<file path="src/rtl/mem_access_unit_if.sv">
// rtl/mem_access_unit_if.sv - data BRAM port b bundle between the memory stage and the BRAM
interface mem_access_unit_if #(
  parameter int ADDR_WIDTH = 12
);
  logic [ADDR_WIDTH-1:0] addrb;
  logic                  enb;
  logic [3:0]            web;
  logic [31:0]           dinb;
  logic [31:0]           doutb;

  modport master (output addrb, enb, web, dinb, input doutb);
  modport slave  (input addrb, enb, web, dinb, output doutb);
endinterface

</file>
<file path="src/rtl/mem_access_unit.sv">
// rtl/mem_access_unit.sv - RV memory-access stage and MEM/WB pipeline register
module mem_access_unit #(
  parameter int ADDR_WIDTH   = 12,
  parameter int READ_LATENCY = 1
) (
  input  logic                    clk,
  input  logic                    rst,
  input  logic                    in_valid,
  output logic                    in_ready,
  input  logic [31:0]             ALU_result,
  input  logic [31:0]             rs2_data,
  input  logic [31:0]             pc_imm,
  input  logic [31:0]             pc_4,
  input  logic [2:0]              funct3,
  input  logic [1:0]              RegSrc,
  input  logic [4:0]              rd,
  input  logic                    RegWrite,
  input  logic                    MemRead,
  input  logic                    MemWrite,
  mem_access_unit_if.master       bram,
  output logic                    out_valid,
  output logic [31:0]             ALU_result_q,
  output logic [31:0]             pc_imm_q,
  output logic [31:0]             pc_4_q,
  output logic [31:0]             DMEM_word,
  output logic [2:0]              funct3_q,
  output logic [1:0]              RegSrc_q,
  output logic [4:0]              rd_q,
  output logic                    RegWrite_q,
  output logic                    misaligned
);
  typedef enum logic {IDLE, LOAD_WAIT} state_t;

  state_t      state, state_nxt;
  logic [1:0]  cnt;
  logic [1:0]  off;
  logic        accept;
  logic        load_done;
  logic        bad_width;
  logic        fault;
  logic [3:0]  store_mask;

  assign off    = ALU_result[1:0];
  assign accept = in_valid && in_ready;

  assign bram.addrb = ALU_result[ADDR_WIDTH+1:2];
  assign bram.dinb  = rs2_data << {off, 3'b000};

  // Classify the presented access: illegal width codes and unaligned halfword/word accesses fault
  always_comb begin
    bad_width  = 1'b0;
    store_mask = 4'b0000;
    if (MemRead)
      bad_width = (funct3 == 3'b011) || (funct3 == 3'b110) || (funct3 == 3'b111);
    if (MemWrite)
      bad_width = funct3[2] || (funct3[1:0] == 2'b11);
    fault = (MemRead || MemWrite) &&
            (bad_width ||
             ((funct3[1:0] == 2'b01) && off[0]) ||
             ((funct3[1:0] == 2'b10) && (off != 2'b00)));
    case (funct3[1:0])
      2'b00:   store_mask = 4'b0001 << off;
      2'b01:   store_mask = 4'b0011 << off;
      default: store_mask = 4'b1111;
    endcase
  end

  // Port b is only active in the accept cycle of a legal memory access
  always_comb begin
    bram.enb = 1'b0;
    bram.web = 4'b0000;
    if (accept && !fault && (MemRead || MemWrite)) begin
      bram.enb = 1'b1;
      if (MemWrite)
        bram.web = store_mask;
    end
  end

  // State register
  always_ff @(posedge clk) begin
    if (rst)
      state <= IDLE;
    else
      state <= state_nxt;
  end

  // Next state: a legal load parks the stage until the BRAM read data is due
  always_comb begin
    state_nxt = state;
    in_ready  = 1'b0;
    load_done = 1'b0;
    case (state)
      IDLE: begin
        in_ready = 1'b1;
        if (in_valid && MemRead && !fault)
          state_nxt = LOAD_WAIT;
      end
      LOAD_WAIT: begin
        if (cnt == 2'd0) begin
          load_done = 1'b1;
          state_nxt = IDLE;
        end
      end
      default: state_nxt = IDLE;
    endcase
  end

  // Latency down-counter, preloaded while idle so it is ready on the first wait cycle
  always_ff @(posedge clk) begin
    if (rst)
      cnt <= 2'd0;
    else if (state == IDLE)
      cnt <= 2'(READ_LATENCY - 1);
    else if (cnt != 2'd0)
      cnt <= cnt - 2'd1;
  end

  // MEM/WB register: capture pass-through fields on accept, read data when the load completes
  always_ff @(posedge clk) begin
    if (rst) begin
      out_valid    <= 1'b0;
      ALU_result_q <= '0;
      pc_imm_q     <= '0;
      pc_4_q       <= '0;
      DMEM_word    <= '0;
      funct3_q     <= '0;
      RegSrc_q     <= '0;
      rd_q         <= '0;
      RegWrite_q   <= 1'b0;
      misaligned   <= 1'b0;
    end else begin
      out_valid <= 1'b0;
      if (accept) begin
        ALU_result_q <= ALU_result;
        pc_imm_q     <= pc_imm;
        pc_4_q       <= pc_4;
        funct3_q     <= funct3;
        RegSrc_q     <= RegSrc;
        rd_q         <= rd;
        RegWrite_q   <= RegWrite && !fault;
        misaligned   <= fault;
        DMEM_word    <= '0;
        out_valid    <= !(MemRead && !fault);
      end else if (load_done) begin
        DMEM_word <= bram.doutb;
        out_valid <= 1'b1;
      end
    end
  end
endmodule

</file>
<file path="src/flat_wrapper.sv">
// flat-port wrapper written by rule: the top's interface ports become plain ports
module mem_access_unit_flat 
#(
  parameter int ADDR_WIDTH   = 12,
  parameter int READ_LATENCY = 1
)
  (clk, rst, in_valid, in_ready, ALU_result, rs2_data, pc_imm, pc_4, funct3, RegSrc, rd, RegWrite, MemRead, MemWrite, out_valid, ALU_result_q, pc_imm_q, pc_4_q, DMEM_word, funct3_q, RegSrc_q, rd_q, RegWrite_q, misaligned, bram_addrb, bram_enb, bram_web, bram_dinb, bram_doutb);
  mem_access_unit_if #(.ADDR_WIDTH(ADDR_WIDTH)) bram_i ();
  input  logic clk;
  input  logic rst;
  input  logic in_valid;
  output logic in_ready;
  input  logic [31:0] ALU_result;
  input  logic [31:0] rs2_data;
  input  logic [31:0] pc_imm;
  input  logic [31:0] pc_4;
  input  logic [2:0] funct3;
  input  logic [1:0] RegSrc;
  input  logic [4:0] rd;
  input  logic RegWrite;
  input  logic MemRead;
  input  logic MemWrite;
  output logic out_valid;
  output logic [31:0] ALU_result_q;
  output logic [31:0] pc_imm_q;
  output logic [31:0] pc_4_q;
  output logic [31:0] DMEM_word;
  output logic [2:0] funct3_q;
  output logic [1:0] RegSrc_q;
  output logic [4:0] rd_q;
  output logic RegWrite_q;
  output logic misaligned;
  output wire logic [$bits(bram_i.addrb)-1:0] bram_addrb;
  output wire logic [$bits(bram_i.enb)-1:0] bram_enb;
  output wire logic [$bits(bram_i.web)-1:0] bram_web;
  output wire logic [$bits(bram_i.dinb)-1:0] bram_dinb;
  input wire logic [$bits(bram_i.doutb)-1:0] bram_doutb;
  assign bram_addrb = bram_i.addrb;
  assign bram_enb = bram_i.enb;
  assign bram_web = bram_i.web;
  assign bram_dinb = bram_i.dinb;
  assign bram_i.doutb = bram_doutb;
  mem_access_unit #(.ADDR_WIDTH(ADDR_WIDTH), .READ_LATENCY(READ_LATENCY)) u_core (.clk(clk), .rst(rst), .in_valid(in_valid), .in_ready(in_ready), .ALU_result(ALU_result), .rs2_data(rs2_data), .pc_imm(pc_imm), .pc_4(pc_4), .funct3(funct3), .RegSrc(RegSrc), .rd(rd), .RegWrite(RegWrite), .MemRead(MemRead), .MemWrite(MemWrite), .bram(bram_i), .out_valid(out_valid), .ALU_result_q(ALU_result_q), .pc_imm_q(pc_imm_q), .pc_4_q(pc_4_q), .DMEM_word(DMEM_word), .funct3_q(funct3_q), .RegSrc_q(RegSrc_q), .rd_q(rd_q), .RegWrite_q(RegWrite_q), .misaligned(misaligned));
endmodule
</file>
<file path="config.mk">
export PLATFORM = sky130hd
export DESIGN_NAME = mem_access_unit_flat
export DESIGN_NICKNAME = d
export VERILOG_FILES = /design/src/rtl/mem_access_unit_if.sv /design/src/rtl/mem_access_unit.sv /design/src/flat_wrapper.sv
export SDC_FILE = /design/constraint.sdc
export NUM_CORES = 1
export LEC_CHECK = 0
export BUFFER_PORTS_ARGS = -buffer_cell sky130_fd_sc_hd__buf_2
export CAP_MARGIN = 25
export CORE_UTILIZATION = 30
export DETAILED_ROUTE_END_ITERATION = 12
export GPL_TIMING_DRIVEN = 0
export HOLD_SLACK_MARGIN = 0.05
export PLACE_DENSITY_LB_ADDON = 0.08
export SYNTH_ARGS = -nofsm -noshare
export SYNTH_HDL_FRONTEND = slang
export SYNTH_SLANG_ARGS = --single-unit
</file>
<file path="constraint.sdc">
create_clock -name clk -period 1.8 [get_ports clk]
set_input_delay 0.09 -clock clk [delete_from_list [all_inputs] [get_ports clk]]
set_output_delay 0.09 -clock clk [all_outputs]
set_load 0.05 [all_outputs]
</file>
# Word level (Yosys, flattened, before mapping)
# Cells that the tools add are included.
# word_totals
register_bits,144
in_bits,176
out_inout_bits,191
# op_classes
add_sub_neg,1
n_eq_ne,6
shifts,3
muxes,14
bitwise_logic,1
n_reduce_logical,24
# ops
op,count
$shl 32x5->32,1
$logic_and 1x1->1,10
$mux 1,10
$mux 4,2
$pmux 4 s2,1
$eq 3x3->1 const B,2
$logic_or 1x1->1,6
$eq 2x2->1 const B,2
$logic_not 2->1,2
$reduce_bool 2->1,2
$reduce_or 2->1,2
$shl 1x2->4 const A,1
$shl 2x2->4 const A,1
$eq 3x2->1 const B,1
$eq 2x1->1 const B,1
$logic_not 1->1,2
$pmux 1 s2,1
$sub 2x1->2 const B,1
$not 1->1,1

# Depth between registers and ports, before layout
# Gate-level depths: netlist (run 1).
# logic_depth
depth_word,12
depth_mapped,7
depth_no_buf,5

# Worst setup path before layout (run 1)
# OpenSTA, ideal clock, no wires.
# synth_timing
path_kind,register to output
from,reg u_core.state
to,out bram_enb
arrival_time_ps,1860
slack_ps,-150
path_stages_with_launch,5
path_buffers,2
path_cell_list,dfxtp_1 -> nand2b_2 -> buf_6 -> buf_6 -> nor3_1
# synth_via
elab_chain_cells,5
# synth_rtl
element,line,text
from (decl),mem_access_unit.sv:34,"state_t state, state_nxt;"
from (signal assigned),mem_access_unit.sv:84,state <= state_nxt;
$mux 1,mem_access_unit.sv:92,case (state)
$logic_and 1x1->1,mem_access_unit.sv:44,assign accept = in_valid && in_ready;
$logic_and 1x1->1 (2 in series),mem_access_unit.sv:72,if (accept && !fault && (MemRead || MemWrite)) begin
$mux 1,mem_access_unit.sv:72,
to (decl),flat_wrapper.sv:34,output wire logic [$bits(bram_i.enb)-1:0] bram_enb;
# No other way between the ends.

# Worst setup path in the final report (run 1)
# layout_timing
from,reg u_core.state
to,out bram_web[2]
# layout_via
elab_chain_cells,5
# layout_rtl
element,line,text
$mux 1,mem_access_unit.sv:92,
$logic_and 1x1->1,mem_access_unit.sv:44,
$logic_and 1x1->1 (2 in series),mem_access_unit.sv:72,
$mux 4,mem_access_unit.sv:72,
to (decl),flat_wrapper.sv:35,output wire logic [$bits(bram_i.web)-1:0] bram_web;
# No other way between the ends.

==> qor.yml, run 1 <==
clocking:
  post_cts_buffers: 0
  cts_root_buf: "clkbuf_16"
  cts_tree: "built"
  clk_latency_ns: 0.40
  numClockSinks: 144
  numCtsBuffers: 17
  h-tree-depth: 4
  cts_max_path_buffers: 2
  clkSlewWorstSetupHoldPaths_ns: 0.06
floorplanning:
  io_pins: 367
  rows: 50
  dieArea_um2: 19950
  die_width_um: 141.3
  dieHeight_um: 141.3
  start_util: 0.3090
  core_area_um2: 18830
routing:
  first_pass_iters: 4
  drt-initial-drc-count: 182
  finalWirelength_mm: 22.12
  num_vias: 6808
  viasPerCell: 4.406
  drc: 0
  antenna_left: 0
  wire_per_inst_um: 14.32
sta:
  worstMarginPinSlew_ns: 0.5261
  hold_violations: 0
  skew_ns: 0.006284
  timing.hold.ws_ns: 0.1141
  slew_viol_final: 0
  post-route-period-util: 0.9671
  layout_min_cycle_time_ns: 1.741
  fmax_mhz: 574.5
  rsz0062_at_grt: "yes"
  max_slew_margin: 0.6492
  setup_violations: 0
worst_hold_path:
  hold_path_class: "in -> reg"
  min_delay_worst_endpoint: "u_core.out_valid"
  hold_path_startpoint: "MemRead"
  min_path_cells: 3
power:
  peakVddDrop_v: 0.0006349
  p_leak_uw: 0.004767
  power_density_nw_per_um2: 928.4
cells_and_area:
  fin_cells: 1545
  finalCoreUtilization: 0.5310
  layout-area-overhead-vs-synth_pct: 71.85
  fin_nets: 1449
  drive_above_1_share: 0.3559
synthesis:
  synth_cells: 750
  avgSynthCellArea_um2: 7.757
  syn-cell-area_um2: 5818
  yosysSeqAreaShare: 0.4955
  async_flop_share: 0
  ys_top_cells_by_area: "dfxtp_1, nand2_1, a21oi_1"
  synth_flop_cell: "dfxtp_1"
  synth.largest_area_cell: "dfxtp_1"
  synth_top_area_frac: 0.4955
  synth_edf_count: 0
  synth_nets: 927
  synth_cell_types: 31
  synth-seq-cells: 144
  ys_warn_count: 0
global_route:
  grt_max_degree: 17
  grt_overflow: 0
  antenna_found_initial: 1
  grt_pass1_wl_mm: 33.26
  grt_pass1_vias: 6550
  grt_usage: 0.2135
placement:
  io_buffers: 365
  dp.cells: 1375
  place.gp.congestion: 0.8537
  hpwl_mm: 15.95
setup_path:
  r2r-end: "u_core.state"
  crit_required_ns: 1.71
  worstPathArrival_ns: 1.65
  rr_worst_depth: 6
  worstSetupPathType: "reg -> out"
  start_kind: "register"
  endpoint_kind: "output port"
  r2r_slack_ns: 0.13
  cp_max_fo: 10
  worstReg2RegStart: "u_core.cnt[0]"
job:
  timing.max_cap.violations: 0
run_status:
  status: "finished clean"
kinds of logic (layout without fill, tap and decap cells):
| kind of cell | count (synthesis) | after routing | synth area share |
|---|---|---|---|
| xor+xnor | 1 | 1 | 0.001506 |
| flops | 144 | 144 | 0.4955 |
| buf+inv | 73 | 607 | 0.08022 |
| other cells | 0 | 1 | 0 |
| compound gates | 180 | 180 | 0.1639 |
| simple gates | 335 | 335 | 0.2292 |
| fa+ha+maj | 1 | 1 | 0.002150 |
| mux | 16 | 16 | 0.02753 |
metrics by stage:
stage | setup TNS, ns | cell area (um^2) | total power, uW | worst slack, ns
after floorplan | 0 | 5823 | 4896 | 0.07717
after global placement | 0 | 7975 | 5528 | 0.1668
after detailed placement | 0 | 7975 | 5528 | 0.1523
after CTS | 0 | 9992 | 9387 | 0.02521
after global routing | -0.02929 | 9998 | 9672 | -0.01905
final | 0 | 9998 | 9282 | 0.05928
state kept, by name, summed over array words and instances, names as in the netlist:
signal,flops
u_core.ALU_result_q,32
u_core.DMEM_word,32
u_core.RegSrc_q,2
u_core.RegWrite_q,1
u_core.cnt,2
u_core.funct3_q,3
u_core.misaligned,1
u_core.out_valid,1
u_core.pc_4_q,32
u_core.pc_imm_q,32
u_core.rd_q,5
u_core.state,1
report_power, final:
group,internal (uW),leakage (uW),switching [uW]
clock,2180,0.000292,1400
sequential,3360,0.00118,79.8
combinational,756,0.00329,1510
critical path, cell delays in order (launching register included):
cell and delay (ns):
dfxtp_2 0.35, and2b_2 0.25, buf_6 0.15, nand3_2 0.13, nor2_2 0.17, buf_6 0.18
layer usage:
metal / up-vias / global-route usage / share of wire
li1: 3476 / - / -
met1: 3053 / 0.2377 / 0.42
met2: 255 / 0.3861 / 0.49
met3: 24 / 0.06379 / 0.070
met4: 0 / 0.07151 / 0.023
met5: - / 0 / 0
Yosys cell counts (all sizes together), types with 2 or more instances:
cell type and count:
o211ai 2, nand3 4, inv 4, nor3 2, mux2i 16, a211oi 8
nand2 289, buf 54, nor2b 11, dfxtp 144, and2 9, a21oi 152
nor2 15, clkbuf 15, o21ai 12
how the worst max path moves through the flow:
stage                          endpoint  cells past startpoint     startpoint
after floorplan           bram_dinb[17]                      4  ALU_result[1]
after global placement      bram_web[2]                      5   u_core.state
after detailed placement    bram_web[2]                      5   u_core.state
after CTS                   bram_web[2]                      5   u_core.state
after global routing        bram_web[2]                      5   u_core.state
final                       bram_web[2]                      5   u_core.state
cells in the final DEF, fill, tap and decap left out, types with 2 or more instances in the layout:
master / count
buf_1: 2
dlygate4sd3_1: 138
nand3_1: 3
buf_6: 13
nor2b_1: 11
a21oi_1: 150
dfxtp_1: 143
a211oi_1: 8
buf_4: 30
clkinv_4: 3
nor2_1: 14
bufinv_16: 3
o211ai_1: 2
clkbuf_1: 16
nand2_1: 289
clkbuf_16: 17
a21oi_2: 2
clkinv_2: 4
mux2i_1: 16
buf_2: 374
o21ai_0: 12
and2_1: 9
inv_1: 4
layout make-up:
type                            instances  area, um^2
Clock inverter                         13       163.9
Timing Repair Buffer                  503        3228
Antenna cell                            1       2.502
Sequential cell                       144        2884
Inverter                                4       15.01
Tap cell                              260       325.3
Multi-Input combinational cell        533        2490
Buffer                                 69       460.4
Clock buffer                           18       429.2
Fill cell                            1913        8832
repair_timing:
item                                    in CTS  in global routing
hold buffers                               138                  0
gates resized for setup                     15                  1
pin swaps                                    1                  0
cloned                                       0                  0
endpoints found under the setup margin       5                  3
endpoints found under the hold margin      137                  0
Power figures use the tool's default switching activity.
==> inputs of run 2 (changes only) <==
--- a/config.mk
+++ b/config.mk
@@ -7,6 +7,8 @@
 export LEC_CHECK = 0
 export BUFFER_PORTS_ARGS = -buffer_cell sky130_fd_sc_hd__buf_2
 export CAP_MARGIN = 25
+export CORE_ASPECT_RATIO = 0.7
+export CORE_MARGIN = 3
 export CORE_UTILIZATION = 30
 export DETAILED_ROUTE_END_ITERATION = 12
 export GPL_TIMING_DRIVEN = 0
==> run 2 against run 1 <==
  * Register-to-register slack lost 0.04 ns
  * Wire length is 4.9% higher
  * Final area barely moved
  * Critical endpoint is now u_core.state
  * Largest power group is now registers
  * Sequential share of layout area barely moved
  * Worst hold slack got worse by 0.046 ns
  * Setup slack better by 0.035 ns
  * Flip-flop and latch count unchanged
  * Critical path depth grew 1
  * First-iteration DRC count increased by 79%
  * Die area up 5.9%
==> qor.yml, run 2 (synthesis gave the netlist of run 1 again) <==
run_status:
  status: "finished clean"
clocking:
  h-tree-depth: 4
  numClockSinks: 144
  cts_root_buf: "clkbuf_16"
  numCtsBuffers: 17
  clk_latency_ns: 0.41
  clkSlewWorstSetupHoldPaths_ns: 0.06
  cts_max_path_buffers: 2
  cts_tree: "built"
setup_path:
  cpPeakStageDelay_ns: 0.55
  crit_required_ns: 2.13
  r2r-end: "u_core.state"
  start_kind: "register"
  r2r_slack_ns: 0.09
  worstReg2RegStart: "u_core.cnt[0]"
  rr_worst_depth: 6
  endpoint_kind: "register"
  cp_max_fo: 6
  crit_path_cell_trace: "inv_1, ha_1, a21oi_1, nand3_1, dlygate4sd3_1, o21ai_0"
  worstSetupPathType: "reg -> reg"
  path_buf_inv: 2
  critPathTopFamily: "buffers and inverters"
  slowest_stage: "dlygate4sd3_1"
  worstPathArrival_ns: 2.04
cells_and_area:
  fillers: 1814
  multi_input_area_um2: 2484
  layout_commonest_cell: "buf_2"
  num_antenna_cells: 0
  layout-area-overhead-vs-synth_pct: 71.72
  drive_above_1_share: 0.3582
  layout_common_cells: "buf_2, nand2_1, a21oi_1, dfxtp_1, dlygate4sd3_1"
  final_area_um2: 9991
  fin_nets: 1451
  layout.area.seq_um2: 2884
routing:
  finalWirelength_mm: 23.21
  drt-initial-drc-count: 325
  first_pass_iters: 5
  viasPerCell: 4.415
  drc: 0
  wire_per_inst_um: 15.02
  num_vias: 6821
  antenna_left: 0
placement:
  place.gp.congestion: 0.7844
  post_dp_cell_area_um2: 7973
  hpwl_mm: 16.76
  io_buffers: 365
floorplanning:
  dieHeight_um: 122.5
  start_util: 0.3142
  io_pins: 367
  die_width_um: 172.5
  dieArea_um2: 21130
  rows: 41
  core_area_um2: 18520
power:
  peakVddDrop_v: 0.0004709
  power_density_nw_per_um2: 913.3
  power.total_uw: 9124
  p_leak_uw: 0.004768
sta:
  max_slew_margin: 0.6513
  fmax_mhz: 586.2
  setup_violations: 0
  post-route-period-util: 0.9477
  layout_min_cycle_time_ns: 1.706
  worstMarginPinSlew_ns: 0.5231
  skew_ns: 0.008052
  slew_viol_final: 0
  rsz0062_at_grt: "yes"
  hold_violations: 0
global_route:
  antenna_found_initial: 0
  grt_overflow: 0
  grt_pass1_vias: 6777
  grt_pass1_wl_mm: 35.19
  grt_usage: 0.2103
  grt_max_degree: 17
worst_hold_path:
  hold_path_startpoint: "MemRead"
  min_path_cells: 3
  hold_path_class: "in -> reg"
  min_delay_worst_endpoint: "u_core.out_valid"
job:
  timing.max_cap.violations: 0
run 2: cell count changes in the layout (fill, tap and decap cells not counted), sizes merged:
cell,delta
inv,+5
bufinv,-3
clkinv,-3
buf,+2
clkbuf,+1
clkinvlp,+1
diode,-1
run 2: worst max-delay path by stage:
stage / start / endpoint / slack (ns) / cells past startpoint
finish: u_core.cnt[0] / u_core.state / 0.09 / 6
global route: u_core.cnt[0] / u_core.state / -0.01 / 6
CTS: u_core.state / bram_enb / 0.002 / 5
detailed placement: u_core.cnt[0] / u_core.DMEM_word[20] / 0.13 / 6
global placement: u_core.cnt[0] / u_core.DMEM_word[9] / 0.16 / 6
floorplan: ALU_result[1] / bram_dinb[17] / 0.08 / 4
run 2: routing by layer:
metal,up-vias,track usage,wire length (um)
met5,-,0,0
met4,0,0.05583,359
met1,3067,0.2569,10260
li1,3489,-,-
met3,24,0.06793,1742
met2,241,0.3581,10850
run 2: metrics by stage:
step	hold WS (ns)	utilization	setup TNS, ns	setup WS (ns)	instances
3_5_place_dp	0.3368	0.4305	0	0.1282	1373
6_report	0.06841	0.5395	0	0.09421	1545
4_1_cts	0.05084	0.5373	0	0.001805	1543
2_1_floorplan	0.2260	-	0	0.07717	750
5_1_grt	0.05326	0.5395	-0.01737	-0.01392	1545
3_3_place_gp	0.3303	0.4305	0	0.1577	1373
run 2: layout make-up:
class,instances,area share
well taps,258,0.03231
repair buffers,505,0.3242
multi-input cells,533,0.2486
clock buffers,19,0.04533
flip-flops and latches,144,0.2887
clock inverters,13,0.01190
inverters,4,0.001503
plain buffers,69,0.04746
run 2: what timing repair did:
item	CTS	global route
endpoints found under the setup margin	5	10
gates resized for setup	9	12
hold endpoints to repair	137	0
setup buffers	0	2
pin swaps	0	1
hold buffers	138	0
run 2: where the power goes:
| part | leakage, uW | switching, uW | total, uW | internal, uW |
|---|---|---|---|---|
| clock network | 0.000275 | 1520 | 3410 | 1890 |
| logic | 0.00331 | 1520 | 2280 | 764 |
| registers | 0.00118 | 82.0 | 3440 | 3360 |
| total | 0.00477 | 3120 | 9120 | 6010 |
run 2: worst reg2reg max path: stages, from the launching register on:
cell and delay (ns):
dfxtp_1 0.35, inv_1 0.05, ha_1 0.27, a21oi_1 0.19, nand3_1 0.09, dlygate4sd3_1 0.55
o21ai_0 0.14
